**config.mk**
```make
export PLATFORM = sky130hd
export DESIGN_NAME = bus_matrix
export DESIGN_NICKNAME = d
export VERILOG_FILES = /design/src/rtl/bus_matrix.sv
export SDC_FILE = /design/constraint.sdc
export NUM_CORES = 1
export LEC_CHECK = 0
export CAP_MARGIN = 20
export CORE_AREA = 10 10 215 217
export CTS_CLUSTER_DIAMETER = 30
export DETAILED_ROUTE_END_ITERATION = 8
export DIE_AREA = 0 0 225 227
export HOLD_SLACK_MARGIN = 0.06
export PLACE_DENSITY = 0.49
export SETUP_SLACK_MARGIN = 0.3
export SLEW_MARGIN = 20
export SYNTH_ARGS = -nofsm -noshare
export SYNTH_HDL_FRONTEND = slang
export SYNTH_SLANG_ARGS = --single-unit
```
**constraint.sdc**
```tcl
create_clock -name clk -period 2.35 [get_ports clk]
set_input_delay 0.235 -clock clk [delete_from_list [all_inputs] [get_ports clk]]
set_output_delay 0.235 -clock clk [all_outputs]
set_load 0.005 [all_outputs]
```
**src/rtl/bus_matrix.sv**
```systemverilog
// Two-master, NUM_SLAVES-slave bus matrix with round-robin ownership and base/mask decode; BUS_DECERR_EN adds m_err and a DEADBEEF read pattern on unmapped accesses.
// Latency: grant one cycle after req; slave-side signals combinational from owner; read data one cycle after the access.
// Backpressure: none on the slave side; a master waits for its grant and is never preempted while it holds req.
module bus_matrix #(
  parameter int ADDR_W     = 16,
  parameter int DATA_W     = 64,
  parameter int NUM_SLAVES = 4,
  parameter logic [NUM_SLAVES*ADDR_W-1:0] S_BASE = {16'h8000, 16'h7200, 16'h7000, 16'h0000},
  parameter logic [NUM_SLAVES*ADDR_W-1:0] S_MASK = {16'hF000, 16'hFE00, 16'hFE00, 16'hF800}
) (
  input  logic                         clk,
  input  logic                         reset_n,
  input  logic                         m0_req,
  input  logic                         m0_wr,
  input  logic [ADDR_W-1:0]            m0_addr,
  input  logic [DATA_W-1:0]            m0_dout,
  output logic                         m0_grant,
  input  logic                         m1_req,
  input  logic                         m1_wr,
  input  logic [ADDR_W-1:0]            m1_addr,
  input  logic [DATA_W-1:0]            m1_dout,
  output logic                         m1_grant,
  output logic [DATA_W-1:0]            m_din,
`ifdef BUS_DECERR_EN
  output logic                         m_err,
`endif
  output logic [NUM_SLAVES-1:0]        s_sel,
  output logic                         s_wr,
  output logic [ADDR_W-1:0]            s_addr,
  output logic [DATA_W-1:0]            s_din,
  input  logic [NUM_SLAVES*DATA_W-1:0] s_dout
);

  localparam int IDX_W = (NUM_SLAVES > 1) ? $clog2(NUM_SLAVES) : 1;

  typedef enum logic [1:0] {IDLE, OWN0, OWN1} state_t;

  state_t             state_q, state_d;
  logic               last_q, last_d;   // 0: master 0 owned last, 1: master 1
  logic               own_req, own_wr;
  logic [ADDR_W-1:0]  own_addr;
  logic [DATA_W-1:0]  own_dout;
  logic               dec_hit;
  logic [IDX_W-1:0]   dec_idx;
  logic               rd_hit_q;
  logic [IDX_W-1:0]   rd_idx_q;
  logic [DATA_W-1:0]  rd_dat;

  always_comb begin
    state_d = state_q;
    last_d  = last_q;
    unique case (state_q)
      IDLE: begin
        if (m0_req && (!m1_req || last_q)) state_d = OWN0;
        else if (m1_req)                   state_d = OWN1;
      end
      OWN0: begin
        if (!m0_req) begin
          last_d  = 1'b0;
          state_d = m1_req ? OWN1 : IDLE;
        end
      end
      OWN1: begin
        if (!m1_req) begin
          last_d  = 1'b1;
          state_d = m0_req ? OWN0 : IDLE;
        end
      end
      default: state_d = IDLE;
    endcase
  end

  always_ff @(posedge clk or negedge reset_n) begin
    if (!reset_n) begin
      state_q <= IDLE;
      last_q  <= 1'b1;
    end else begin
      state_q <= state_d;
      last_q  <= last_d;
    end
  end

  assign m0_grant = (state_q == OWN0);
  assign m1_grant = (state_q == OWN1);

  always_comb begin
    own_req  = 1'b0;
    own_wr   = 1'b0;
    own_addr = '0;
    own_dout = '0;
    if (state_q == OWN0) begin
      own_req  = m0_req;
      own_wr   = m0_wr;
      own_addr = m0_addr;
      own_dout = m0_dout;
    end else if (state_q == OWN1) begin
      own_req  = m1_req;
      own_wr   = m1_wr;
      own_addr = m1_addr;
      own_dout = m1_dout;
    end
  end

  // Descending scan so the lowest matching window is the one that sticks.
  always_comb begin
    dec_hit = 1'b0;
    dec_idx = '0;
    for (int i = NUM_SLAVES - 1; i >= 0; i--) begin
      if ((own_addr & S_MASK[i*ADDR_W +: ADDR_W]) == S_BASE[i*ADDR_W +: ADDR_W]) begin
        dec_hit = 1'b1;
        dec_idx = IDX_W'(i);
      end
    end
  end

  always_comb begin
    s_sel = '0;
    for (int i = 0; i < NUM_SLAVES; i++) begin
      s_sel[i] = own_req && dec_hit && (dec_idx == IDX_W'(i));
    end
  end

  assign s_wr   = own_wr;
  assign s_addr = own_addr;
  assign s_din  = own_dout;

  always_ff @(posedge clk or negedge reset_n) begin
    if (!reset_n) begin
      rd_hit_q <= 1'b0;
      rd_idx_q <= '0;
    end else begin
      rd_hit_q <= own_req && !own_wr && dec_hit;
      if (own_req && !own_wr) rd_idx_q <= dec_idx;
    end
  end

  always_comb begin
    rd_dat = '0;
    for (int i = 0; i < NUM_SLAVES; i++) begin
      if (rd_idx_q == IDX_W'(i)) rd_dat = s_dout[i*DATA_W +: DATA_W];
    end
  end

`ifdef BUS_DECERR_EN
  logic err_q, rd_err_q;

  always_ff @(posedge clk or negedge reset_n) begin
    if (!reset_n) begin
      err_q    <= 1'b0;
      rd_err_q <= 1'b0;
    end else begin
      err_q    <= own_req && !dec_hit;
      rd_err_q <= own_req && !own_wr && !dec_hit;
    end
  end

  assign m_err = err_q;
  assign m_din = rd_hit_q ? rd_dat : (rd_err_q ? DATA_W'(32'hDEADBEEF) : '0);
`else
  assign m_din = rd_hit_q ? rd_dat : '0;
`endif

endmodule

```
==> metrics.txt, run 1 <==
outcome=finished, final reports clean; main area contributors after synthesis=mux4_2, a22o_1, and2_1, dfrtp_1, clkbuf_1; initial antenna violation count=7; Final Cycle Share=roughly 95%; Synth Area in XOR/XNOR=0%; mux contribution to synthesized area=a little under half; Net Sw Frac=32.9%; chip height=around 230 um; R2R depth=8; Synth Warn #=0; DRC Markers=0; headroom to the max-slew limit=a little over 70%; CP Cell Sequence=clkdlybuf4s50_1, or2_2, o2bb2ai_1, or4_4, nor2_1, clkdlybuf4s15_2; remaining antenna violation count=0; global-route wire length before repair=51000 um; Flop pwr share=around 4.2%; Iter 0 DRT Violations=170; max-cap violations=0; fmax=448 MHz; DR vias/cell=roughly 3.9; FF+latch count, synth=6; largest family of logic cells by synthesized area=multiplexers; largest net degree at the start of global routing=65; Num CTS Buffers=3; Syn Inst Count=309; CP Capture Type=output pin; R2R Path Start=state_q[0]; CP max stage cell=clkdlybuf4s50_1; grt ovf=0; cell taking the most area after synthesis=mux4_2; vias in the first global route=~6400; simple-gate share of the synthesized area=around 18%; worst-path fanout max=3; main flop type after synthesis=dfrtp_1; Worst path max stage delay=around 450 ps; drt first pass iters=4; P_sw=~1.4 mW; startpoint class of the critical path=input port; # IOs=between 500 and 600; compound-gate portion of the synthesized area=between 20% and 30%; Post-DP Area=between 9000 and 10000 um2; Final Wtd Congestion=0.876; WL per Instance=25.9 um; Initial Utilization=under 10%; fin util=roughly 27%; PD cells=about 390 nW/um2; WS Path Type=input port to output pin; clk sinks=6; Slew Limit Fails=0; total track usage=approximately 14%; hold crit path type=input port to async pin; number of synthesized flops with an enable pin=0; Placed Instances=~1400; worst slew pin tran=414 ps; Clock Latency Late Sink=between 200 and 250 ps; Clock Tree Buf Depth=2; Die ar.=roughly 51000 um2; Final Hold Vio Count=0; Pwr Total=between 4 and 5 mW; Final Non-Filler Cells=1498; Hold Buf Count CTS=0; CP arrival=2000 ps; synth unique cells=33; syn avg cell area=10.3 um2; sequential area share after synthesis=4.77%; clock power share=under 10%; detailed-placement wirelength estimate=roughly 33000 um; via count=just under 6000; Comb pwr share=89.2%; share of the synthesized area in the top cell type=between 40 and 50%; CTS tree=yes; Layout area overhead=253%; Pleak=~4.8 nW; Post-Synth Adder-Cell Area=0%; Max VDD drop=about 0.00016 V; Power Internal=between 2 and 3 mW; Async SR Flop Fraction=100%; Port Buffers=between 500 and 600; Site Rows=75; final wirelength=~39000 um; buffer type at the clock tree root=clkbuf_16; worst r2r dst=rd_idx_q[1]; RSZ-0062 raised after global routing=yes; Die Wd=approximately 230 um; critical path data required time=2120 ps; clk slew on worst S/H paths=approximately 40 ps; H-tree depth=1; Layout Skew=~0.23 ps; layout net count=about 1400; Syn Nets=roughly 730; Tmin final=approximately 2200 ps; Layout Cell Area excl Fill=between 10000 and 15000 um2; flop-to-flop setup slack=around 540 ps; final setup fails=0; share of layout cells above drive strength 1=a little over a third; core area=around 42000 um2; mapped cell area=~3200 um2
synthesized netlist by cell type, types with 2 or more instances:
cell / count
nand3_1: 3
and2_1: 65
nor2b_1: 2
o21ai_0: 9
mux2_2: 2
inv_1: 4
nor2_1: 6
buf_1: 5
nand2_1: 4
nor3_1: 4
o21a_1: 2
mux4_2: 64
a22o_1: 79
dfrtp_1: 5
buf_2: 8
a21oi_1: 3
clkbuf_1: 28
layout by cell type (no fill, tap or decap), types with 6 or more instances in the layout:
| cell type | n |
|---|---|
| a22o_1 | 71 |
| a22o_4 | 8 |
| and2_1 | 19 |
| and2_4 | 46 |
| buf_12 | 23 |
| buf_16 | 7 |
| buf_2 | 21 |
| buf_4 | 32 |
| buf_6 | 92 |
| clkbuf_16 | 7 |
| clkbuf_2 | 17 |
| clkdlybuf4s50_1 | 437 |
| dlygate4sd2_1 | 20 |
| dlymetal6s2s_1 | 29 |
| mux4_2 | 64 |
| nor2_1 | 6 |
| o21ai_0 | 8 |
metrics by stage:
stage | hold WS, ps | TNS, ps | worst slack, ps
floorplan | -60.6 | 0 | 553
global placement | 509 | -605 | -276
detailed placement | 513 | -600 | -282
CTS | 303 | 0 | 38.1
global route | 314 | 0 | 48.0
finish | 285 | 0 | 116
metal layers:
layer  vias to the layer above  routed length (um)  track usage, %
met3                        26                3660            4.88
met1                      2787               13900            14.2
li1                       2591                   -               -
met5                         -                  11               0
met4                         2                 732            2.35
met2                       370               20500            26.6
flip-flops by register name (all words and copies together) (netlist names):
| signal | flops |
|---|---|
| rd_idx_q | 2 |
| state_q | 2 |
| last_q | 1 |
| rd_hit_q | 1 |
worst max-delay path: cells and delay by family:
family | cells | cell delay [ps]
AOI/OAI and AO/OA | 1 | 140
buffers and inverters | 2 | 700
and+or+nand+nor | 3 | 910
how the worst max path moves through the flow:
stage	startpoint	to	slack (ps)	depth (start not counted)
floorplan	state_q[1]	s_sel[0]	550	5
global placement	m0_addr[14]	s_sel[0]	-280	6
detailed placement	m0_addr[14]	s_sel[0]	-280	6
CTS	state_q[1]	s_din[36]	40	5
global route	state_q[1]	s_sel[0]	50	5
finish	m0_addr[14]	s_sel[0]	120	6
logic make-up after synthesis:
kind of cell	after synthesis
AOI/OAI and AO/OA	99
and+or+nand+nor	92
muxes	66
buffers and inverters	46
DFF	6
final cells by class:
| cell class | instances | area (um2) |
|---|---|---|
| diodes | 1 | 2.50 |
| clock buffers | 4 | 78.8 |
| fillers | 4464 | 30600 |
| inverters | 4 | 15.0 |
| multi-input cells | 257 | 3060 |
| flip-flops and latches | 6 | 161 |
| well taps | 539 | 674 |
| repair buffers | 687 | 7200 |
timing repair:
action | CTS | global route
gates resized for setup | 403 | 164
buffers inserted | 47 | 26
gates cloned | 6 | 4
pin swaps | 2 | 5
endpoints found under the setup margin | 143 | 126
power groups by stage:
| stage | Combinational [mW] | Clock, mW | Sequential [mW] |
|---|---|---|---|
| 3_5_place_dp | 3.04 | 0 | 0.205 |
| 2_1_floorplan | 1.21 | 0 | 0.139 |
| 5_1_grt | 4.15 | 0.307 | 0.191 |
| 3_3_place_gp | 3.03 | 0 | 0.200 |
| 6_report | 3.91 | 0.291 | 0.182 |
| 4_1_cts | 3.66 | 0.296 | 0.186 |
Power figures use the tool's default switching activity.
==> run 2, diff against run 1 <==
- PLACE_DENSITY: 0.49 -> 0.34
==> run 2 against run 1 <==
Via count decreased by 1.7%. Non-clock buffer count is 5 lower. Clock power shrank 3%. Sequential share of layout area hardly changed. Design area shrank 0.51%. Critical path depth rose by 1. Utilization decreased by 0.14 points. Critical endpoint is now m_din[29]. Largest cell class unchanged.
==> metrics.txt, run 2 (synthesis gave the netlist of run 1 again) <==
CP Cell Sequence=buf_12, buf_12, buf_16, buf_4, mux4_2, and2_4, buf_6; final wirelength=approximately 40000 um; core area=~42000 um2; flop-to-flop setup slack=slightly below 400 ps; fin util=26.7%; fmax=around 450 MHz; H-tree depth=1; outcome=finished, final reports clean; worst-path fanout max=5; Port Buffers=between 500 and 600; initial antenna violation count=24; critical path data required time=2120 ps; vias in the first global route=~6400; via count=roughly 5700; final setup fails=0; critical path depth=7; commonest non-fill, non-tap cell in the layout=clkdlybuf4s50_1; Pleak=4.82 nW; Pwr Total=about 4.3 mW; WS Path Type=register to output pin; Clock Latency Late Sink=approximately 230 ps; Tmin final=~2200 ps; Max VDD drop=between 0.0002 and 0.00025 V; grt ovf=0; Final Hold Vio Count=0; DRC Markers=0; hold crit path type=input port to async pin; share of layout cells above drive strength 1=36.9%; Num CTS Buffers=3; CP Capture Type=output pin; Layout area overhead=251%; RSZ-0062 raised after global routing=yes; Clock Tree Buf Depth=2; Layout Cell Area excl Fill=approximately 11000 um2; DR vias/cell=3.78; Die ar.=just over 50000 um2; CP arrival=approximately 2000 ps; WL per Instance=about 26 um; # IOs=573; Site Rows=75; chip height=between 200 and 250 um; Slew Limit Fails=0; Final Wtd Congestion=between 0.8 and 0.9; PD cells=383 nW/um2; headroom to the max-slew limit=between 70 and 80%; Fillers=4509; buffer type at the clock tree root=clkbuf_16; Layout Skew=between 0.15 and 0.2 ps; R2R Path Start=state_q[1]; CTS tree=yes; remaining antenna violation count=0; Final Cycle Share=around 95%; Hold Buf Count CTS=0; most frequent CP cell=buf_12; detailed-placement wirelength estimate=about 34000 um; worst slew pin tran=432 ps; DP Worst Slack=-217 ps; R2R depth=9; drt first pass iters=4; Worst Path Buf+Inv=5; CP max stage cell=dfrtp_4; layout net count=approximately 1400; CP endpoint=m_din[29]; Worst path max stage delay=about 500 ps; final worst slack=116 ps; most frequent cells in the layout=clkdlybuf4s50_1, a22o_1, buf_6; max-cap violations=0; startpoint class of the critical path=register; largest net degree at the start of global routing=65; clk slew on worst S/H paths=30 ps; crit path from=rd_idx_q[0]; total track usage=between 10 and 15%; Top Registers=rd_idx_q (2), state_q (2); clk sinks=6; CP delay by family, top=buffers and inverters; global-route wire length before repair=52000 um; Post-DP Area=a little under 10000 um2; Initial Utilization=under 10%; Setup TNS=0 ps; worst r2r dst=rd_idx_q[1]; Die Wd=roughly 230 um; Iter 0 DRT Violations=between 100 and 150
run 2: where the power goes:
| group | internal [mW] | switching [mW] | total [mW] |
|---|---|---|---|
| clock | 0.225 | 0.0577 | 0.283 |
| combinational | 2.52 | 1.30 | 3.82 |
| sequential | 0.131 | 0.0339 | 0.165 |
| total | 2.88 | 1.39 | 4.27 |
run 2: layout make-up:
cell class	count	area [um2]	share of cell area, %
tap	539	674	6.05
multi-input combinational	257	3110	28.0
inverter	4	15.0	0.135
sequential	6	159	1.43
antenna	12	30.0	0.270
timing repair buffer	682	7070	63.5
clock buffer	4	78.8	0.708
run 2: how the worst min path moves through the flow:
stage | start | to | slack, ps | cells after the start
after global placement | last_q | last_q | 510 | 2
after CTS | reset_n | rd_idx_q[0] | 310 | 1
after global routing | reset_n | rd_idx_q[0] | 310 | 1
after detailed placement | last_q | last_q | 520 | 2
final | reset_n | rd_idx_q[0] | 290 | 1
after floorplan | reset_n | rd_hit_q | -60 | 0
run 2: per-stage QoR:
stage / std cells / hold slack (ps)
2_1_floorplan: 309 / -60.6
3_3_place_gp: 1412 / 513
3_5_place_dp: 1412 / 520
4_1_cts: 1471 / 306
5_1_grt: 1499 / 305
6_report: 1504 / 285
run 2: worst reg2reg max path: cells and delay by family, from the launching register on:
family / cells / cell delay [ps]
AOI/OAI and AO/OA: 2 / 350
DFF: 1 / 440
and+or+nand+nor: 2 / 300
muxes: 1 / 220
buffers and inverters: 4 / 570
run 2: routing by layer:
| metal | part of all wire, % | GRT usage [%] |
|---|---|---|
| met4 | 1.7 | 3.49 |
| met3 | 12 | 6.78 |
| met2 | 54 | 28.0 |
| met5 | 0.15 | 0 |
| met1 | 32 | 13.3 |
run 2: repair_timing:
action	4_1_cts	5_1_grt
pin swaps	8	11
setup endpoints to repair	149	147
setup buffers	45	19
gates resized for setup	406	207
gates cloned	10	2
==> run 3, diff against run 2 <==
- MAX_ROUTING_LAYER: unset -> met4
- SLEW_MARGIN: 20 -> 15
==> run 3 against run 2 <==
Worst hold slack better by 3.1 ps. Maximum frequency is 0.15% higher. Power decreased by 0.43%. Clock power barely moved. Sequential cell count is the same. Critical endpoint is now m_din[41]. Largest cell class unchanged. Highest routed layer is now met4.
==> metrics.txt, run 3 (synthesis gave the netlist of run 1 again) <==
WL per Instance=~26 um; largest net degree at the start of global routing=65; Placed Instances=1412; footprint of the multi-input gates=approximately 3100 um2; clk sinks=6; headroom to the max-slew limit=71.5%; Die ar.=51100 um2; Site Rows=75; Worst path max stage delay=500 ps; layout net count=~1400; Tmin final=approximately 2200 ps; Top Registers=rd_idx_q (2), state_q (2); Die Wd=between 200 and 250 um; Slew Limit Fails=0; Hold Buf Count CTS=0; Clock Tree Buf Depth=2; via count=~5700; max-cap violations=0; P_sw=between 1 and 1.5 mW; Worst Path Buf+Inv=5; Final Non-Filler Cells=about 1500; Fillers=4513; Final Cycle Share=between 90% and 100%; Comb pwr share=89.5%; CP Cell Sequence=buf_12, buf_12, buf_6, buf_6, mux4_2, and2_1, buf_2; Net Sw Frac=about a third; Clock Latency Late Sink=~230 ps; Pleak=between 4 and 5 nW; PD cells=approximately 380 nW/um2; Final Hold Vio Count=0; final wirelength=between 30000 and 40000 um; most frequent cells in the layout=clkdlybuf4s50_1, a22o_1, buf_6; core area=roughly 42000 um2; Final Wtd Congestion=roughly 0.87; Power Internal=2.87 mW; DRC Markers=0; CP Capture Type=output pin; Iter 0 DRT Violations=156; Layout Skew=0.315 ps; Port Buffers=572; global-route wire length before repair=slightly above 50000 um; commonest non-fill, non-tap cell in the layout=clkdlybuf4s50_1; # IOs=roughly 570; total track usage=between 10% and 20%; clk slew on worst S/H paths=around 30 ps; DR vias/cell=3.76; storage element area=~160 um2; initial antenna violation count=23; H-tree depth=1; Max VDD drop=between 0.0002 and 0.00025 V; WS Path Type=register to output pin; hold crit path type=input port to async pin; CTS tree=yes; Layout area overhead=250%; RSZ-0062 raised after global routing=yes; startpoint class of the critical path=register; critical path data required time=around 2100 ps; share of layout cells above drive strength 1=between 30 and 40%; Num CTS Buffers=3; chip height=between 200 and 250 um; detailed-placement wirelength estimate=about 34000 um; grt ovf=0; vias in the first global route=6406; Initial Utilization=7.60%; worst-path fanout max=7; worst slew pin tran=about 430 ps; drt first pass iters=6; R2R Path Start=state_q[0]; Flop pwr share=3.9%; remaining antenna violation count=0; final setup fails=0; crit path from=rd_idx_q[0]; Setup TNS=0 ps; CP delay by family, top=buffers and inverters; Pwr Total=~4.3 mW; CP max stage cell=dfrtp_4; outcome=finished, final reports clean; CP arrival=roughly 2000 ps; buffer type at the clock tree root=clkbuf_16; fmax=around 450 MHz; clock power share=under 10%
run 3: path summary, 6_finish.rpt:
kind,end,slack [ps],cells past startpoint
max,m_din[41],120,7
min,state_q[0],290,1
max reg2reg,rd_idx_q[0],420,10
min reg2reg,last_q,520,2
max in group asynchronous,last_q,1760,1
min in group clk,last_q,520,2
run 3: stage by stage:
step	area, um2	util, %	hold WS (ps)	setup slack (ps)
after floorplan	3180	-	-60.6	553
after global placement	9750	23.4	513	-206
after detailed placement	9750	23.4	520	-217
after CTS	10600	25.3	306	58.6
after global routing	11100	26.6	305	70.5
final	11100	26.6	289	119
run 3: routing by layer:
layer / GRT usage [%] / vias to the layer above / part of all wire, %
met2: 27.9 / 374 / 54
met3: 6.27 / 32 / 11
met5: - / - / 0
met1: 13.7 / 2658 / 33
li1: - / 2594 / -
met4: 3.49 / 0 / 1.9
run 3: power groups by stage:
stage | combinational [mW] | clock [mW] | sequential (mW)
6_report | 3.80 | 0.283 | 0.165
2_1_floorplan | 1.21 | 0 | 0.139
5_1_grt | 4.07 | 0.296 | 0.171
4_1_cts | 3.68 | 0.288 | 0.167
3_3_place_gp | 3.02 | 0 | 0.166
3_5_place_dp | 3.01 | 0 | 0.168
run 3: final cells by class:
cell class              count  area share [%]
diodes                     15           0.337
multi-input cells         257            28.0
repair buffers            681            63.3
clock buffers               4           0.709
well taps                 539            6.06
inverters                   4           0.135
flip-flops and latches      6            1.43
run 3: timing repair:
| item | 4_1_cts | 5_1_grt |
|---|---|---|
| gates cloned | 10 | 1 |
| pin swaps | 8 | 11 |
| resized for setup | 406 | 206 |
| setup endpoints to repair | 149 | 147 |
| buffers inserted | 45 | 19 |
==> variant 1: new RTL, flow settings as in run 3 <==
Add a define of `BUS_DECERR_EN`.
--- a/src/rtl/bus_matrix.sv
+++ b/src/rtl/bus_matrix.sv
@@ -1,6 +1,8 @@
 // Two-master, NUM_SLAVES-slave bus matrix with round-robin ownership and base/mask decode; BUS_DECERR_EN adds m_err and a DEADBEEF read pattern on unmapped accesses.
 // Latency: grant one cycle after req; slave-side signals combinational from owner; read data one cycle after the access.
 // Backpressure: none on the slave side; a master waits for its grant and is never preempted while it holds req.
+`define BUS_DECERR_EN
+
 module bus_matrix #(
   parameter int ADDR_W     = 16,
   parameter int DATA_W     = 64,
Check against the original RTL (old outputs only; new: m_err): not equivalent (Yosys sat finds a counterexample within 4 cycles, from zero or initial values and one cycle with reset_n low).
==> variant 1 against run 3 <==
  * Area after synthesis up 5.5%
  * Setup slack lost 0.034 ns
  * Sequential cell count increased by 2
  * Combinational power is 46% higher
  * Clock power rose by 3%
  * Wire length shrank 1.6%
  * Power is 43% higher
  * Design area is 1.8% lower
  * Worst hold slack improved by 0.014 ns
  * Largest cell class unchanged
==> variant 1: results (changes against run 3) <==
* Share of synthesized area occupied by flip-flops and latches: 6.01% (was 4.77%)
* Post-synthesis mux area share: 43.0% (was 46.1%)
* Power dissipated in combinational cells: 5.53 mW (was 3.80 mW)
* Cells taking the most area after synthesis: sky130_fd_sc_hd__mux4_2, sky130_fd_sc_hd__a22o_1, sky130_fd_sc_hd__and2_1 (unchanged)
- The pre-CTS worst setup slack is -0.234 ns (was -0.217 ns).
* Total power density per cell area: 558 nW/um2 (was 382 nW/um2)
* Pin count of the biggest net entering global routing: 37 (was 65)
* Total routing usage reported by global routing: 14.4% (was 14.9%)
- The first-pass iteration count of the detailed router is 4 (was 6).
- The number of vias per cell after detailed routing came to 3.82 (was 3.76).
* Average detailed-routed wire length per instance: 25.5 um (was 26.2 um)
* Post-CTS setup repair buffer count: 33 (was 45)
* Slack of the worst reg-to-reg path: 0.57 ns (was 0.42 ns)
- Placement-stage cell area: 9940 um2 (was 9750 um2)
- The share of layout cells above drive strength 1 is 36.1% (was 36.9%).
* Design internal power: 4.02 mW (was 2.87 mW)
- The DRC violation total after the first TritonRoute iteration is 226 (was 156).
* Cell count after synthesis: 335 (was 309)
- The tightest hold margin was 0.302 ns (was 0.289 ns).
* Result of the run: finished clean (unchanged)
- The final HPWL from detailed placement was 32.2 mm (was 33.6 mm).
* Via count of the first global-routing pass: 6349 (was 6406)
* Commonest cells in the synthesized netlist: sky130_fd_sc_hd__a22o_1, sky130_fd_sc_hd__mux4_2, sky130_fd_sc_hd__nand2_1 (was sky130_fd_sc_hd__a22o_1, sky130_fd_sc_hd__and2_1, sky130_fd_sc_hd__mux4_2)
* Global-route wire length before repair: 50.9 mm (was 51.8 mm)
- The number of cells after detailed placement is 1437 (was 1412).
- Maximum VDD drop: 0.206 mV (was 0.203 mV)
- The static leakage power was 4.60 nW (was 4.81 nW).
* R2R cell count: 8 (was 10)
## variant 1: worst max-delay path by stage
stage / to / slack [ns] / from
2_1_floorplan: m_din[38] / 0.66 / rd_idx_q[0]
3_3_place_gp: s_sel[1] / -0.26 / m1_addr[11]
3_5_place_dp: s_sel[1] / -0.23 / m1_addr[11]
4_1_cts: m_din[17] / -0.02 / rd_idx_q[0]
5_1_grt: m_din[17] / 0.03 / rd_idx_q[0]
6_report: m_din[17] / 0.09 / rd_idx_q[0]
## variant 1: metal layers
metal  track usage [%]  wire length, um  part of all wire, %  vias to the layer above
met5                 -                0                    0                        -
li1                  -                -                    -                     2669
met4              1.34              263                 0.68                        0
met2              26.5            20500                   53                      373
met3              5.28             3630                  9.3                       20
met1              14.9            14500                   37                     2765
## variant 1: area by class of cell
cell class                      count  area (um2)
Antenna cell                        8        20.0
Clock buffer                        4        78.8
Fill cell                        4539       30800
Inverter                            4        15.0
Multi-Input combinational cell    280        3070
Sequential cell                     8         213
Tap cell                          539         674
Timing Repair Buffer              683        6850
==> variant 2: new RTL, settings of run 3 <==
Made on the original files. The 3 states of `state_t` get a one-hot encoding in 3 bits.
--- a/src/rtl/bus_matrix.sv
+++ b/src/rtl/bus_matrix.sv
@@ -33,7 +33,7 @@
 
   localparam int IDX_W = (NUM_SLAVES > 1) ? $clog2(NUM_SLAVES) : 1;
 
-  typedef enum logic [1:0] {IDLE, OWN0, OWN1} state_t;
+  typedef enum logic [2:0] {IDLE = 3'b001, OWN0 = 3'b010, OWN1 = 3'b100} state_t;
 
   state_t             state_q, state_d;
   logic               last_q, last_d;   // 0: master 0 owned last, 1: master 1
Function: same outputs for any inputs over 4 cycles, from zero or initial values and one cycle with reset_n low; so few cycles prove little.
==> variant 2 against run 3 <==
  * Setup slack gained 0.039 ns
  * Power grew 43%
  * Sequential cell count grew 1
  * Design area shrank 2.6%
  * Critical path depth grew 2
  * Worst hold slack gained 0.020 ns
  * Clock power grew 2%
  * Wire length grew 4.6%
  * Area after synthesis grew 2.8%
  * Highest routed layer unchanged
==> variant 2: results (changes against run 3) <==
- Crit path arrival time: 1.96 ns (was 2.00 ns)
- The net count reported at finish was 1380 (was 1375).
- The DRC violation total after the first TritonRoute iteration came to 219 (was 156).
- Commonest cells in the synthesized netlist: sky130_fd_sc_hd__a22o_1, sky130_fd_sc_hd__and2_1, sky130_fd_sc_hd__mux4_2 (unchanged)
- The number of instances in the synthesized netlist came to 312 (was 309).
* Post-synthesis mux area share: 44.2% (was 46.1%)
- The tightest hold margin was 0.308 ns (was 0.289 ns).
- Wire length after detailed routing: 41.3 mm (was 39.5 mm)
* Biggest cell delay along the critical path: 0.44 ns (was 0.50 ns)
* Final Cell Area: 10800 um2 (was 11100 um2)
* Sw frac: 35.5% (was 32.6%)
* Worst clock skew on the final layout: 0.00482 ns (was 0.000315 ns)
* Global-route wire length before repair: 52.7 mm (was 51.8 mm)
- The total number of vias is 5764 (was 5658).
- The final HPWL from detailed placement is 35.4 mm (was 33.6 mm).
- The part of the Yosys area used for sequential elements was 5.44% (was 4.77%).
* Net Count, Synth: 734 (was 731)
- Share of final-layout standard cells stronger than drive strength 1: 40.5% (was 36.9%)
* Design internal power: 3.92 mW (was 2.87 mW)
- Post-synthesis compound-gate area fraction: 24.2% (was 25.6%)
- End of the critical path: s_sel[2] (was m_din[41])
* Number of clock sinks: 7 (was 6)
- Result of the run: finished clean (unchanged).
* Top Registers: state_q: 3 flops, rd_idx_q: 2 flops (was rd_idx_q: 2 flops, state_q: 2 flops)
- The non-clock buffer contribution to total cell area is 62.3% (was 63.3%).
- The number of vias per cell after detailed routing was 3.84 (was 3.76).
- R2R cell count: 7 (was 10)
* Placement-stage cell area: 9810 um2 (was 9750 um2)
- The worst path setup slack after routing is 0.158 ns (was 0.119 ns).
- Clock network power consumption: 289 uW (was 283 uW)
* Clock network area share: 0.728% (was 0.709%)
* Slowest library cell on the worst path: sky130_fd_sc_hd__dfrtp_2 (was sky130_fd_sc_hd__dfrtp_4)
* Via count of the first global-routing pass: 6336 (was 6406)
- The total track usage is 15.3% (was 14.9%).
- The largest net degree at the start of global routing is 29 (was 65).
* Worst-case setup slack after placement: -0.0800 ns (was -0.217 ns)
- The number of fill cells is 4494 (was 4513).
* Total inserted antenna cells: 4 (was 15)
- The initial antenna violation count came to 14 (was 23).
- The multi-input logic area is 3100 um2 (was 3110 um2).
- Inverters: 6 (was 4)
- Multi-input gate count: 259 (was 257)
* Final Wtd Congestion: 0.854 (was 0.870)
* Area taken by flip-flops and latches: 189 um2 (was 159 um2)
* Leak: 4.40 nW (was 4.81 nW)
- The family with the most delay on the worst path was simple AND/OR/NAND/NOR gates (was buffers and inverters).
- Maximum VDD drop: 0.274 mV (was 0.203 mV)
## variant 2: cell count changes in the layout (fill, tap and decap cells not counted), moves of 5 or more
cell / before / now
sky130_fd_sc_hd__buf_2: 31 / 79
sky130_fd_sc_hd__dlymetal6s2s_1: 34 / 1
sky130_fd_sc_hd__clkbuf_2: 36 / 22
sky130_fd_sc_hd__diode_2: 15 / 4
sky130_fd_sc_hd__and2_4: 37 / 44
sky130_fd_sc_hd__and2_1: 28 / 22
sky130_fd_sc_hd__buf_4: 37 / 43
sky130_fd_sc_hd__a22o_4: 8 / 3
sky130_fd_sc_hd__o21ai_0: 6 / 1
## variant 2: routing by layer
layer	part of all wire, %	GRT usage [%]	vias to the layer above	wire length (um)
met3	9.2	5.15	42	3800
li1	-	-	2592	-
met5	0	-	-	0
met1	32	13.8	2732	13100
met2	57	30.4	398	23400
met4	2.2	3.22	0	905
